<file path="src/rtl/interp_pkg.sv">
// Shared definitions for the 2-D interpolation engine: FSM states, rounding
// constants and the 16-phase signed coefficient table.
`timescale 1ns/1ps
package interp_pkg;

   typedef enum logic [1:0] {
      S_IDLE  = 2'd0,
      S_LOAD  = 2'd1,
      S_VFILT = 2'd2
   } state_t;

   localparam int COEF_W = 8;
   localparam int RND    = 2048;
   localparam int SHIFT  = 12;

   // Every phase sums to 64; phases 9..15 mirror phases 7..1.
   localparam logic signed [7:0] COEF [16][6] = '{
      '{ 8'sd0,   8'sd0,   8'sd64,  8'sd0,   8'sd0,   8'sd0 },
      '{ 8'sd0,  -8'sd2,   8'sd63,  8'sd4,  -8'sd1,   8'sd0 },
      '{ 8'sd1,  -8'sd4,   8'sd62,  8'sd7,  -8'sd3,   8'sd1 },
      '{ 8'sd1,  -8'sd5,   8'sd59,  8'sd12, -8'sd4,   8'sd1 },
      '{ 8'sd2,  -8'sd7,   8'sd56,  8'sd17, -8'sd6,   8'sd2 },
      '{ 8'sd2,  -8'sd8,   8'sd52,  8'sd22, -8'sd7,   8'sd3 },
      '{ 8'sd2,  -8'sd9,   8'sd48,  8'sd28, -8'sd9,   8'sd4 },
      '{ 8'sd3,  -8'sd10,  8'sd44,  8'sd34, -8'sd10,  8'sd3 },
      '{ 8'sd3,  -8'sd11,  8'sd40,  8'sd40, -8'sd11,  8'sd3 },
      '{ 8'sd3,  -8'sd10,  8'sd34,  8'sd44, -8'sd10,  8'sd3 },
      '{ 8'sd4,  -8'sd9,   8'sd28,  8'sd48, -8'sd9,   8'sd2 },
      '{ 8'sd3,  -8'sd7,   8'sd22,  8'sd52, -8'sd8,   8'sd2 },
      '{ 8'sd2,  -8'sd6,   8'sd17,  8'sd56, -8'sd7,   8'sd2 },
      '{ 8'sd1,  -8'sd4,   8'sd12,  8'sd59, -8'sd5,   8'sd1 },
      '{ 8'sd1,  -8'sd3,   8'sd7,   8'sd62, -8'sd4,   8'sd1 },
      '{ 8'sd0,  -8'sd1,   8'sd4,   8'sd63, -8'sd2,   8'sd0 }
   };

   // Non-6-tap builds fall back to a two-tap linear kernel centred the same way.
   function automatic logic signed [7:0] coef(input logic [3:0] ph, input int k, input int taps);
      int w;
      if (taps == 6) begin
         return COEF[ph][3'(k)];
      end
      if (k == taps / 2 - 1) begin
         w = 64 - 4 * int'(ph);
      end else if (k == taps / 2) begin
         w = 4 * int'(ph);
      end else begin
         w = 0;
      end
      return 8'(w);
   endfunction

endpackage

</file>
<file path="src/rtl/interp_fir.sv">
// Combinational TAPS-tap signed multiply-accumulate used by both filter passes.
`timescale 1ns/1ps
module interp_fir #(
   parameter int TAPS = 6,
   parameter int DW   = 9,
   parameter int OW   = DW + 8 + $clog2(TAPS)
) (
   input  logic signed [DW-1:0] samples [TAPS],
   input  logic signed [7:0]    coefs   [TAPS],
   output logic signed [OW-1:0] acc
);

   always_comb begin
      acc = '0;
      for (int k = 0; k < TAPS; k++) begin
         acc = acc + OW'(samples[k]) * OW'(coefs[k]);
      end
   end

endmodule

</file>
<file path="src/rtl/interp_2d_engine.sv">
// Separable 2-D interpolator: rows are filtered horizontally as they arrive,
// buffered at full precision, then filtered vertically into output rows.
`timescale 1ns/1ps
module interp_2d_engine
   import interp_pkg::*;
#(
   parameter int LANES = 4,
   parameter int TAPS  = 6,
   parameter int BLK_H = 4,
   parameter int IN_W  = 8
) (
   input  logic                           clk,
   input  logic                           rst,
   input  logic                           start,
   input  logic [3:0]                     frac_x,
   input  logic [3:0]                     frac_y,
   input  logic                           in_valid,
   output logic                           in_ready,
   input  logic [(LANES+TAPS-1)*IN_W-1:0] in_row,
   output logic                           out_valid,
   input  logic                           out_ready,
   output logic [LANES*IN_W-1:0]          out_row,
   output logic                           out_last,
   output logic                           busy,
   output logic                           done
);

   localparam int ROWS  = BLK_H + TAPS - 1;
   localparam int MID_W = IN_W + 8;
   localparam int ACC_W = MID_W + 8 + $clog2(TAPS);
   localparam int SW    = (LANES + TAPS - 1) * IN_W;
   localparam int CW    = $clog2(ROWS);
   localparam logic signed [ACC_W-1:0] RND_C = ACC_W'(RND);
   localparam logic signed [ACC_W-1:0] TOP_C = ACC_W'((2 ** IN_W) << SHIFT);

   state_t                    state;
   logic [3:0]                fx;
   logic [3:0]                fy;
   logic [CW-1:0]             row_cnt;
   logic [CW-1:0]             out_cnt;
   logic                      last_issued;
   logic signed [MID_W-1:0]   buffer [ROWS][LANES];
   logic signed [7:0]         coef_x [TAPS];
   logic signed [7:0]         coef_y [TAPS];
   logic signed [MID_W-1:0]   h_acc  [LANES];
   logic signed [ACC_W-1:0]   v_acc  [LANES];
   logic [LANES*IN_W-1:0]     v_row;

   for (genvar k = 0; k < TAPS; k++) begin : g_coef
      assign coef_x[k] = coef(fx, k, TAPS);
      assign coef_y[k] = coef(fy, k, TAPS);
   end

   for (genvar l = 0; l < LANES; l++) begin : g_lane
      logic signed [IN_W:0]    hs [TAPS];
      logic signed [MID_W-1:0] vs [TAPS];
      for (genvar k = 0; k < TAPS; k++) begin : g_tap
         assign hs[k] = {1'b0, in_row[SW-1-(l+k)*IN_W -: IN_W]};
         assign vs[k] = buffer[out_cnt + CW'(k)][l];
      end
      interp_fir #(.TAPS(TAPS), .DW(IN_W + 1), .OW(MID_W)) u_hfir (
         .samples(hs), .coefs(coef_x), .acc(h_acc[l])
      );
      interp_fir #(.TAPS(TAPS), .DW(MID_W), .OW(ACC_W)) u_vfir (
         .samples(vs), .coefs(coef_y), .acc(v_acc[l])
      );
   end

   // Round, shift by 12 and clip each vertical result to the sample range.
   always_comb begin
      logic signed [ACC_W-1:0] rnd_v;
      v_row = '0;
      for (int l = 0; l < LANES; l++) begin
         rnd_v = v_acc[l] + RND_C;
         if (rnd_v[ACC_W-1]) begin
            v_row[(LANES-1-l)*IN_W +: IN_W] = '0;
         end else if (rnd_v >= TOP_C) begin
            v_row[(LANES-1-l)*IN_W +: IN_W] = '1;
         end else begin
            v_row[(LANES-1-l)*IN_W +: IN_W] = rnd_v[SHIFT+IN_W-1:SHIFT];
         end
      end
   end

   // Pass-1 results land in the buffer row addressed by the acceptance count.
   always_ff @(posedge clk) begin
      if (state == S_LOAD && in_valid) begin
         for (int l = 0; l < LANES; l++) begin
            buffer[row_cnt][l] <= h_acc[l];
         end
      end
   end

   // Block FSM with registered handshake, output row and status flags.
   always_ff @(posedge clk) begin
      if (rst) begin
         state       <= S_IDLE;
         fx          <= 4'd0;
         fy          <= 4'd0;
         row_cnt     <= '0;
         out_cnt     <= '0;
         last_issued <= 1'b0;
         in_ready    <= 1'b0;
         out_valid   <= 1'b0;
         out_last    <= 1'b0;
         out_row     <= '0;
         busy        <= 1'b0;
         done        <= 1'b0;
      end else begin
         done <= 1'b0;
         case (state)
            S_IDLE: begin
               if (start) begin
                  state       <= S_LOAD;
                  fx          <= frac_x;
                  fy          <= frac_y;
                  row_cnt     <= '0;
                  out_cnt     <= '0;
                  last_issued <= 1'b0;
                  in_ready    <= 1'b1;
                  busy        <= 1'b1;
               end
            end
            S_LOAD: begin
               if (in_valid && in_ready) begin
                  if (row_cnt == CW'(ROWS - 1)) begin
                     state    <= S_VFILT;
                     in_ready <= 1'b0;
                  end else begin
                     row_cnt <= row_cnt + CW'(1);
                  end
               end
            end
            S_VFILT: begin
               // Output slot frees up when empty or being taken this cycle.
               if (!out_valid || out_ready) begin
                  if (!last_issued) begin
                     out_valid <= 1'b1;
                     out_row   <= v_row;
                     out_last  <= (out_cnt == CW'(BLK_H - 1));
                     if (out_cnt == CW'(BLK_H - 1)) begin
                        last_issued <= 1'b1;
                     end else begin
                        out_cnt <= out_cnt + CW'(1);
                     end
                  end else begin
                     out_valid <= 1'b0;
                  end
               end
               if (out_valid && out_ready && out_last) begin
                  state <= S_IDLE;
                  busy  <= 1'b0;
                  done  <= 1'b1;
               end
            end
            default: begin
               state <= S_IDLE;
            end
         endcase
      end
   end

endmodule

</file>
<file path="config.mk">
export PLATFORM = sky130hd
export DESIGN_NAME = interp_2d_engine
export DESIGN_NICKNAME = d
export VERILOG_FILES = /design/src/rtl/interp_pkg.sv /design/src/rtl/interp_fir.sv /design/src/rtl/interp_2d_engine.sv
export SDC_FILE = /design/constraint.sdc
export NUM_CORES = 1
export LEC_CHECK = 0
export ABC_AREA = 1
export ABC_CLOCK_PERIOD_IN_PS = 1700
export BUFFER_PORTS_ARGS = -buffer_cell sky130_fd_sc_hd__buf_2
export CORE_MARGIN = 5
export CORE_UTILIZATION = 34
export CTS_CLUSTER_SIZE = 30
export DETAILED_ROUTE_END_ITERATION = 12
export PLACE_DENSITY = 0.79
export SYNTH_ARGS = -nofsm -noshare
export SYNTH_HDL_FRONTEND = slang
export SYNTH_SLANG_ARGS = --single-unit
</file>
<file path="constraint.sdc">
create_clock -name clk -period 1.7 [get_ports clk]
set_input_delay 0.085 -clock clk [delete_from_list [all_inputs] [get_ports clk]]
set_output_delay 0.085 -clock clk [all_outputs]
set_load 0.02 [all_outputs]
</file>
# Word level (Yosys, flattened, before mapping)
# Index checks and enable logic that the tools add are counted.
# totals
register_bits	16
elab_cells	68
# classes
n_addsub	2
n_eq_ne	12
muxes	26
bitwise_logic	2
reduce_logical	17
# op_table
cell	count
two-way mux 4 bit	6
case mux 4 bit (2 select lines)	2
inequality test 2 bit, second input constant	6
AND reduction 4 bit	3
two-way mux 1 bit	10
AND reduction 3 bit	3
adder 4 x 1 -> 4 bit, second input constant	2
two-way mux 2 bit	4
case mux 1 bit (2 select lines)	3
case mux 2 bit (3 select lines)	1
AND reduction 5 bit	1
equality test 4 x 2 -> 1 bit, second input constant	1
equality test 4 bit, second input constant	1
inequality test 2 x 1 -> 1 bit, second input constant	2
nonzero test 2 bit	2
logical AND 1 bit	3
equality test 2 x 1 -> 1 bit, second input constant	1
equality test 2 bit, second input constant	1
logical NOT 2 bit	1
NOT 1 bit	2
AND reduction 2 bit	1
OR reduction 2 bit	1
logical NOT 1 bit	1
logical OR 1 bit	1

# Logic depth before layout (Yosys ltp)
# logic_depth
ltp_word	5
depth_mapped	10
mapped_depth_nobuf	10

# By module
# Synthesis repeated with hierarchy kept, for this count alone.
# unflattened
hier_cells	28686
hier_area_um2	229370.0
# by_module_without_submodules
module	n_inst	cells_per_inst	area_per_inst_um2	seq_area_each_um2
interp_fir (g_lane[0].u_vfir ...)	3	3522	29336.9	0.0
interp_fir (g_lane[1].u_hfir ...)	3	2162	17180.2	0.0
interp_2d_engine	1	5972	43386.6	18497.7
interp_fir (g_lane[3].u_vfir)	1	3514	29286.8	0.0
interp_fir (g_lane[0].u_hfir)	1	2148	17145.2	0.0

# Least setup slack after synthesis
# OpenSTA, ideal clock, no wires.
# synth_path
kind	reg-to-reg
startpoint	register row_cnt[0]
endpoint	register row_cnt[1]
t_arrival_ns	1.113
t_required_ns	1.587
slack_ns	0.474
stages_incl_launch_ff	11
path_buffers	0
period_less_slack_ns	1.226
path_cell_list	dfxtp_1 inv_1 ha_1 nand2_1 nor2_1 nand2_1 nand2_1 nor2_4 nand2_1 nand2_1 nor2_1
# synth_via
elab_chain_len	4
# synth_rtl
item	line	rtl
start, declared	interp_2d_engine.sv:39	logic [CW-1:0] row_cnt;
start signal, assigned	interp_2d_engine.sv:130	row_cnt <= row_cnt + CW'(1);
adder 4 x 1 -> 4 bit	interp_2d_engine.sv:130	
two-way mux 4 bit	interp_2d_engine.sv:126	if (row_cnt == CW'(ROWS - 1)) begin
two-way mux 4 bit	interp_2d_engine.sv:125	if (in_valid && in_ready) begin
case mux 4 bit (2 select lines)	interp_2d_engine.sv:111	case (state)
# Several ways; a longest one is shown, not always the timed one. The select of a mux whose other input is x is not followed.
# A chain may end at the register's enable or synchronous reset.

# Final worst setup path
# layout_path
startpoint	register row_cnt[0]
endpoint	register row_cnt[0]
# Same word-level chain as after synthesis.

==> results.md <==
* Synth area leaders: dfxtp_1 (29%), buf_4 (22%), nand2_1 (12%), nor2_1 (5.7%), nand3_1 (4.9%)
* Final ANT Viol Nets at 0
* Post-CTS setup buffer count at 0
* Number of buffers created by CTS at 3
* Cell at the slowest stage of the critical path: dfxtp_1
* Sequential area share after synthesis at 28.5%
* GRT Total Usage at 9.04%
* Final Cycle Share at 81.7%
* Worst-skew pair later-pin latency at 0.28 ns
* Die Y at slightly below 70 um
* Crit-path cells: inv_1, ha_1, nand2_1, nor2_1, nand2_1, nand2_1, nor2_4, nand2_1, nand2_1, nor2_1
* Synth Area per Inst at 6.89 sq um
* CP Capture Type: register
* Worst path top cell family by delay: simple AND/OR/NAND/NOR gates
* PD cells at 949 nW/um^2
* Synth-to-Final Area Change at -0.779%
* Largest net degree at the start of global routing at 10
* Slew Viols, Final at 0
* Fraction of layout cells with a size suffix above 1 at 13.3%
* Synth Instances at 163
* Worst Path Max Fanout at 6
* Die ar. at 4550 sq um
* Global routing usage on met3 at 1.83%
* Htree depth at 1
* CTS Buffer Depth at 2
* Die Width at 67.5 um
* Sink Count at 16
* Initial antenna violation count at 0
* Cts hold-fix bufs at 0
* RePlAce Congestion at 0.866
* Fmax at 720 MHz
* N_diodes at 0
* Kind of critical path: reg -> reg
* Min-Delay Path Class: in -> reg
* Clk slew on worst S/H paths at approximately 0.09 ns
* DRC violations left at 0
* Non-Filler Instances at around 220
* Warnings from Yosys at 0
* Core ar. at 3100 sq um
* RSZ-0062 raised after global routing: false
* Wire length per cell at 9.03 um
* CP Data Required Time at roughly 1.9 ns
* Post-Route WL at 1.96 mm
* First-pass GRT wire length at 3.15 mm
* Largest vdd supply drop at 382 uV
* Synth top area share at 28.5%
* Global route total overflow at 0
* Grt met1 use at 11.1%
* Starting Density at 36.2%
* Final setup violation count at 0
* IO Port Bufs at 9
* Sum Neg Setup Slack at 0 ns
* Post_cts resized at 0
* Gr busiest metal: met2
* Setup crit start kind: register
* Iteration count of the initial detailed-routing pass at 4
* Vias in the first global route at 772
* Max cap viols at 0
* Fin crit period at between 1 and 1.5 ns
* Worst hold stages at 2
* Nets@finish at approximately 260
* Row count at 20
* Met2 Use GR at around 14%
* Synthesized area at 1120 sq um
* Crit path buffers/inverters at 1
* Clk_skew at 0.00175 ns
* Final Hold Viols at 0
* Flops & latches, synth at 16
* Most used cell, CP: nand2_1
* Num ports at between 100 and 150
* DPL Wire Length at 1.56 mm
* 1st-iter DRT viols at 7
* Total number of vias at 905
* Reg2Reg Depth at 10
* Leakage at approximately 0.00055 uW
* Root Buffer: clkbuf_4
* Inst Count DP at 214
* Critical path arrival at 1.58 ns
* Vias per cell at around 4.2
* Worst path depth at 10
* Outcome: finished, final reports clean
* Critical path's largest stage delay at 0.39 ns
* Yosys cell types at 20
* Synth area leader: dfxtp_1
* CTS tree: done
==> per-layer routing <==
layer,up-vias,part of all wire [%]
met4,0,2.4
met5,-,0
met2,36,44
met1,393,44
li1,471,-
met3,5,9.5
==> logic make-up (layout without fill, tap and decap cells) <==
logic type               count (synthesis)  in the layout  share of synthesized area [%]
AO/OA/AOI/OAI                           15             15                           8.13
adder cells (fa/ha/maj)                  3              3                           3.34
buffers and inverters                   51             30                           28.1
flip-flops                              16             16                           28.5
other                                    1             32                          0.334
AND/OR/NAND/NOR                         77             77                           31.6
==> power by group <==
part           total, uW  leakage (uW)  internal (uW)  switching [uW]
clock network        195     0.0000138           82.3             113
logic                383      0.000409            115             267
registers            480      0.000131            424            55.4
total               1060      0.000554            622             435
==> final cells by class <==
cell class	instances	area [sq um]
clock buffers	3	22.5
multi-input cells	127	604
flip-flops and latches	16	320
inverters	18	67.6
repair buffers	9	45.0
well taps	44	55.1
fillers	344	1990
==> worst paths after layout <==
kind | from | end | slack [ns]
hold reg to reg | busy$_SDFFE_PP0P_ | busy$_SDFFE_PP0P_ | 0.46
hold / removal | rst | in_ready$_SDFFE_PP0P_ | 0.08
setup / recovery | row_cnt[0]$_SDFFE_PP0P_ | row_cnt[0]$_SDFFE_PP0P_ | 0.31
setup reg to reg | row_cnt[0]$_SDFFE_PP0P_ | row_cnt[0]$_SDFFE_PP0P_ | 0.31
==> cells in the mapped netlist <==
| cell type | number |
|---|---|
| nand2_1 | 37 |
| buf_4 | 33 |
| nor2_1 | 17 |
| dfxtp_1 | 16 |
| inv_1 | 14 |
| nand3_1 | 11 |
| a21oi_1 | 10 |
| inv_2 | 4 |
| nand4_1 | 4 |
| ha_1 | 3 |
| nand2_2 | 2 |
| nor2_4 | 2 |
| o21bai_1 | 2 |
| or2_0 | 2 |
| conb_1 | 1 |
| nor2_8 | 1 |
| nor3_1 | 1 |
| o211ai_2 | 1 |
| o21ai_0 | 1 |
| o21ai_2 | 1 |
==> cell usage in the layout, fill, tap and decap left out <==
master / instances
a21oi_1: 10
buf_2: 9
clkbuf_4: 3
conb_1: 32
dfxtp_1: 16
ha_1: 3
inv_1: 14
inv_2: 4
nand2_1: 37
nand2_2: 2
nand3_1: 11
nand4_1: 4
nor2_1: 17
nor2_4: 2
nor2_8: 1
nor3_1: 1
o211ai_2: 1
o21ai_0: 1
o21ai_2: 1
o21bai_1: 2
or2_0: 2
==> metrics by stage <==
stage          cell area (sq um)  setup slack, ns  util [%]  total power, uW  hold slack, ns
2_1_floorplan               1240            0.474         -              856           0.253
3_3_place_gp                1090            0.369      35.2              857           0.379
3_5_place_dp                1090            0.322      35.2              871           0.385
4_1_cts                     1110            0.306      35.9             1070          0.0766
5_1_grt                     1110            0.202      35.9             1150          0.0829
6_report                    1110            0.312      35.9             1060          0.0759
==> flip-flops by register name, indices dropped and copies added, names as in the netlist <==
register,cells
busy,1
done,1
in_ready,1
last_issued,1
out_cnt,4
out_last,1
out_valid,1
row_cnt,4
state,2
Power figures use the tool's default switching activity.
